$ cat src/rtl/instr_fetch.sv
// Fetch stage of the RV32I core: owns the PC, issues one valid/ready fetch at a
// time, holds the instruction for the control unit and advances on retirement.
module instr_fetch #(
   parameter logic [31:0] RESET_PC    = 32'h0000_0000,
   parameter int unsigned TIMEOUT_CYC = 255,
   parameter logic [31:0] NOP_INSTR   = 32'h0000_0013
) (
   input  logic        clk,
   input  logic        nrst,
   output logic        imem_req_valid,
   input  logic        imem_req_ready,
   output logic [31:0] imem_req_addr,
   input  logic        imem_rsp_valid,
   input  logic [31:0] imem_rsp_data,
   output logic [31:0] instr_out,
   output logic        instr_valid,
   output logic [31:0] pc_out,
   input  logic [31:0] pc_next_in,
   input  logic        retire_in,
   output logic        misalign_err,
   output logic        timeout_err,
   output logic [31:0] instret_out
);

   typedef enum logic [1:0] {REQ, WAIT, HOLD, HALT} state_t;

   localparam logic [15:0] TO_LAST = 16'(TIMEOUT_CYC - 1);

   state_t      state, state_next;
   logic        req_valid_q;
   logic [15:0] cnt;
   logic        accept, load_rsp, commit, trap_misalign, trap_timeout, cnt_inc;

   assign imem_req_valid = req_valid_q;
   assign imem_req_addr  = pc_out;

   always_ff @(posedge clk) begin
      if (!nrst) state <= REQ;
      else       state <= state_next;
   end

   always_comb begin
      state_next    = state;
      accept        = 1'b0;
      load_rsp      = 1'b0;
      commit        = 1'b0;
      trap_misalign = 1'b0;
      trap_timeout  = 1'b0;
      cnt_inc       = 1'b0;
      case (state)
         REQ: begin
            if (req_valid_q && imem_req_ready) begin
               accept     = 1'b1;
               state_next = WAIT;
            end
         end
         WAIT: begin
            if (imem_rsp_valid) begin
               load_rsp   = 1'b1;
               state_next = HOLD;
            end else if (cnt == TO_LAST) begin
               trap_timeout = 1'b1;
               state_next   = HALT;
            end else begin
               cnt_inc = 1'b1;
            end
         end
         HOLD: begin
            if (retire_in) begin
               if (pc_next_in[1:0] == 2'b00) begin
                  commit     = 1'b1;
                  state_next = REQ;
               end else begin
                  trap_misalign = 1'b1;
                  state_next    = HALT;
               end
            end
         end
         default: state_next = HALT;
      endcase
   end

   // Request valid is registered so it stays low through reset and rises the
   // first cycle after release, and again the cycle after each retirement.
   always_ff @(posedge clk) begin
      if (!nrst) begin
         req_valid_q  <= 1'b0;
         cnt          <= '0;
         pc_out       <= RESET_PC;
         instr_out    <= NOP_INSTR;
         instr_valid  <= 1'b0;
         misalign_err <= 1'b0;
         timeout_err  <= 1'b0;
         instret_out  <= '0;
      end else begin
         req_valid_q <= (state_next == REQ);
         if (accept)       cnt <= '0;
         else if (cnt_inc) cnt <= cnt + 16'd1;
         if (load_rsp) begin
            instr_out   <= imem_rsp_data;
            instr_valid <= 1'b1;
         end
         if (commit) begin
            pc_out      <= pc_next_in;
            instret_out <= instret_out + 32'd1;
            instr_out   <= NOP_INSTR;
            instr_valid <= 1'b0;
         end
         if (trap_misalign) begin
            misalign_err <= 1'b1;
            instr_out    <= NOP_INSTR;
            instr_valid  <= 1'b0;
         end
         if (trap_timeout) timeout_err <= 1'b1;
      end
   end

endmodule
$ cat config.mk
export PLATFORM = sky130hd
export DESIGN_NAME = instr_fetch
export DESIGN_NICKNAME = d
export VERILOG_FILES = /design/src/rtl/instr_fetch.sv
export SDC_FILE = /design/constraint.sdc
export NUM_CORES = 1
export LEC_CHECK = 0
export CORE_MARGIN = 3
export CORE_UTILIZATION = 40
export CTS_CLUSTER_SIZE = 28
export DETAILED_ROUTE_END_ITERATION = 6
export PLACE_DENSITY_LB_ADDON = 0.25
export SETUP_SLACK_MARGIN = 0.02
export SYNTH_ARGS = -nofsm -noshare
export SYNTH_HDL_FRONTEND = slang
export SYNTH_SLANG_ARGS = --single-unit
$ cat constraint.sdc
create_clock -name clk -period 2.05 [get_ports clk]
set_input_delay 0.3075 -clock clk [delete_from_list [all_inputs] [get_ports clk]]
set_output_delay 0.3075 -clock clk [all_outputs]
set_load 0.01 [all_outputs]
Word-level counts from Yosys, hierarchy flattened
Index checks and enable logic that the tools add are counted.

word-level totals
  register bits after elaboration = 118
  output and inout port bits = 132

operators by class
  $add $sub $neg = 2
  equality and inequality tests = 3
  mux-type cells = 22
  bitwise logic cells = 1
  reduce and logical (&&, ||, !) cells = 6

operators by type and width
  kind                                            count
  adder 32 x 1 -> 32 bit, second input constant   1
  adder 16 x 1 -> 16 bit, second input constant   1
  == test 16 x 8 -> 1 bit, second input constant  1
  2-to-1 mux 1 bit                                16
  2-to-1 mux 2 bit                                5
  logical NOT 2 bit                               3
  one-hot mux 2 bit (3 select lines)              1
  OR reduction 3 bit                              1
  == test 2 x 1 -> 1 bit, second input constant   1
  == test 2 bit, second input constant            1
  OR reduction 2 bit                              1
  logical AND 1 bit                               1
  NOT 1 bit                                       1

Depth between registers and ports, before layout
  depth in word-level cells = 5
  gate-level depth with buffers = 7
  mapped depth without buffers = 6

Worst setup path before layout
OpenSTA, ideal clock, no wires.

  path kind = register -> register
  from = reg instret_out[2]
  to = reg instret_out[22]
  setup time = 0.070 ns
  arrival = 2.116 ns
  data required time = 1.980 ns
  path slack = -0.136 ns
  stages on the path, launching flop included = 5
  path buffers = 0
  period minus slack after synthesis = 2.186 ns
  cells stage by stage = dfxtp_1 > or3b_2 > or4_4 > or4b_2 > a21oi_1

on the way
  word-level cells in the longest chain between the ends = 1

ends and longest elaborated chain
  element                 RTL line  text
  start, declared         22        output logic [31:0] instret_out
  start signal, assigned  105       instret_out <= instret_out + 32'd1;
  adder 32 x 1 -> 32 bit  105

No other way between the ends.
A chain may end at the register's enable or synchronous reset.

Worst setup path after layout
  from = reg instret_out[6]
  to = reg instret_out[22]

Same word-level chain as after synthesis.

==> reports/summary.txt <==
status: finished clean
PnR worst setup slack: 0.00937 ns
die area: 14200 um2
via count: 5430
WL final: 15900 um
main flop type after synthesis: dfxtp_1
Achievable Freq: 490 MHz
most common cell in the synthesized netlist: nand2_1
vias per cell: 5.31
layout cells sized above 1: 0.128
Leakage: 0.00286 uW
Psw: 1210 uW
cell count of the worst hold path: 3
Post-synth EDFFs: 0
critical setup path kind: reg -> reg
port bufs: 200
Longest Clk Path Bufs: 2
R2R depth: 5
DR WL/cell: 15.6 um
internal cell power: 5020 uW
CP Max Fanout: 3
first-pass GRT wire length: 25800 um
RePlAce Congestion: 0.867
RSZ-0062 raised after global routing: yes
Worst EP arrival: 2.38 ns
Max Cap Viol: 0
final worst-path cycle share: 0.995
Finished Layout Cells: 1022
Clock Tree Root: clkbuf_16
Area contributors post-synth: dfxtp_1 (46%), nand2_1 (11%), a21oi_1 (9.5%), buf_4 (4.8%), or4_1 (3.4%)
CTS Buf Count: 17
slowest CP cell: or4b_2
Gate power share: 0.069
Worst-path clk slew: 0.05 ns
pin count of the biggest net entering global routing: 42
Area Growth Syn to Fin: 59.0%
vias in the first global route: 5334
Final min period: 2.04 ns
Rel. slew slack: 0.600
VDD IR max: 0.531 mV
skew final: 0.00654 ns
drt first pass iters: 4
CP Capture Type: flip-flop
commonest cells in the netlist: nand2_1 (150), dfxtp_1 (118), a21oi_1 (98)
Std-Cell Rows: 40
Reg power frac: 0.379
Chip Width: 119 um
CTS tree: yes
clock share of power: 0.553
core area: 12300 um2
DR iter-0 viols: 381
# diodes: 0
H-tree depth: 4
Final setup viols: 0
GRT Total Usage: 0.221
initial core utilization: 0.419
pre-CTS WS: -0.459 ns
die height: 119 um
Syn Nets: 706
Synth cell types: 43
antenna viol nets, final: 0
FF+latch count, synth: 118
Power Density: 763 nW/um2
fin. max-slew vios: 0
share of the synthesized area in the top cell type: 0.460
Synth async-reset ratio: 0
synth warn: 0
final hold vios: 0
Crit path required time: 2.39 ns
# IOs: 201
Syn Std Cell Area: 5140 um2
Worst Setup Start Kind: flip-flop
CP cell instances: nand4_1 > buf_4 > or4_4 > or4b_2 > a21oi_2
Syn Area/Cell: 8.10 um2
worst slew pin tran: 0.601 ns
leading area contributor after synthesis: dfxtp_1
Final HPWL DP: 11600 um
drc violations: 0
Clk Latency, worst-skew pair: 0.40 ns
Seq/Total Area, Yosys: 0.460
CTS sink count: 118
Placed Instances: 985
Overflow after GRT: 0
CP max stage delay: 0.66 ns
initial antenna violation count: 0
worst min-delay path category: in -> reg
setup TNS: 0 ns
Nets: 913
switching portion of total power: 0.195
cell count after synthesis: 634
==> area by class of cell <==
| type | instances | area (um2) |
|---|---|---|
| flip-flops and latches | 118 | 2370 |
| fillers | 1025 | 4100 |
| multi-input cells | 442 | 2390 |
| repair buffers | 256 | 2480 |
| inverters | 6 | 22.5 |
| clock buffers | 24 | 502 |
| well taps | 168 | 210 |
| clock inverters | 8 | 190 |
==> per-stage QoR <==
stage | cell area [um2] | total power (uW) | utilization | hold WS (ns)
after global placement | 7390 | 2830 | 0.603 | 0.441
after floorplan | 5140 | 2560 | - | 0.438
final | 8170 | 6230 | 0.666 | 0.447
after detailed placement | 7390 | 2830 | 0.603 | 0.448
after CTS | 8130 | 6290 | 0.663 | 0.428
after global routing | 8170 | 6440 | 0.666 | 0.431
==> worst paths after layout <==
| path | start | end | slack (ns) |
|---|---|---|---|
| setup / recovery | instret_out[6] | instret_out[22] | 0.009 |
| hold / removal | imem_rsp_data[22] | instr_out[22] | 0.45 |
| hold reg to reg | instr_out[11] | instr_out[11] | 0.45 |
| setup reg to reg | instret_out[6] | instret_out[22] | 0.009 |
==> logic make-up (layout without fill, tap and decap cells) <==
family	after synthesis	after routing	share of synthesized area
AOI/OAI and AO/OA	139	139	0.149
adders and majority gates	3	3	0.00731
buffers and inverters	75	294	0.0838
muxes	4	4	0.00779
DFF	118	118	0.460
xor gates and xnor gates	7	7	0.0119
and+or+nand+nor	288	289	0.281
==> layout by cell type, fill, tap and decap left out, types with 14 or more instances in the layout <==
master,n
clkdlybuf4s50_1,198
nand2_1,150
buf_4,50
dfxtp_1,111
nand3_1,18
clkbuf_16,17
or4_1,22
a21oi_1,96
o31ai_1,19
nor2_1,16
nand4_1,21
o21ai_0,14
==> state kept, by name, indices dropped and copies added, names as in the netlist <==
signal,cells
state,2
cnt,16
instr_valid,1
imem_req_addr,32
instr_out,32
instret_out,32
timeout_err,1
misalign_err,1
imem_req_valid,1
==> power by group through the flow <==
stage               clock (uW)  sequential [uW]  combinational, uW
floorplan                    0             2420                143
global placement             0             2400                421
detailed placement           0             2410                428
CTS                       3500             2360                430
global route              3610             2360                465
finish                    3440             2360                427
==> per-layer routing <==
metal	GRT usage	vias to the layer above	share of wire
met1	0.247	2548	0.41
met3	0.0926	29	0.099
met4	0.0923	0	0.019
li1	-	2622	-
met2	0.371	231	0.47
met5	0	-	0
==> worst max-delay path, delay by kind of cell (launching register included) <==
family          cells  cell delay [ns]
flops               1             0.33
compound gates      1             0.15
simple gates        3             1.32
buf+inv             1             0.19
==> timing repair <==
action                                  4_1_cts  5_1_grt
pin swaps                                     3        4
endpoints found under the setup margin       10       14
setup buffers                                 4        0
hold buffers                                  0        0
gates cloned                                  1        0
resized for setup                             4       12
Note: power is estimated with default switching activity, not from simulation.
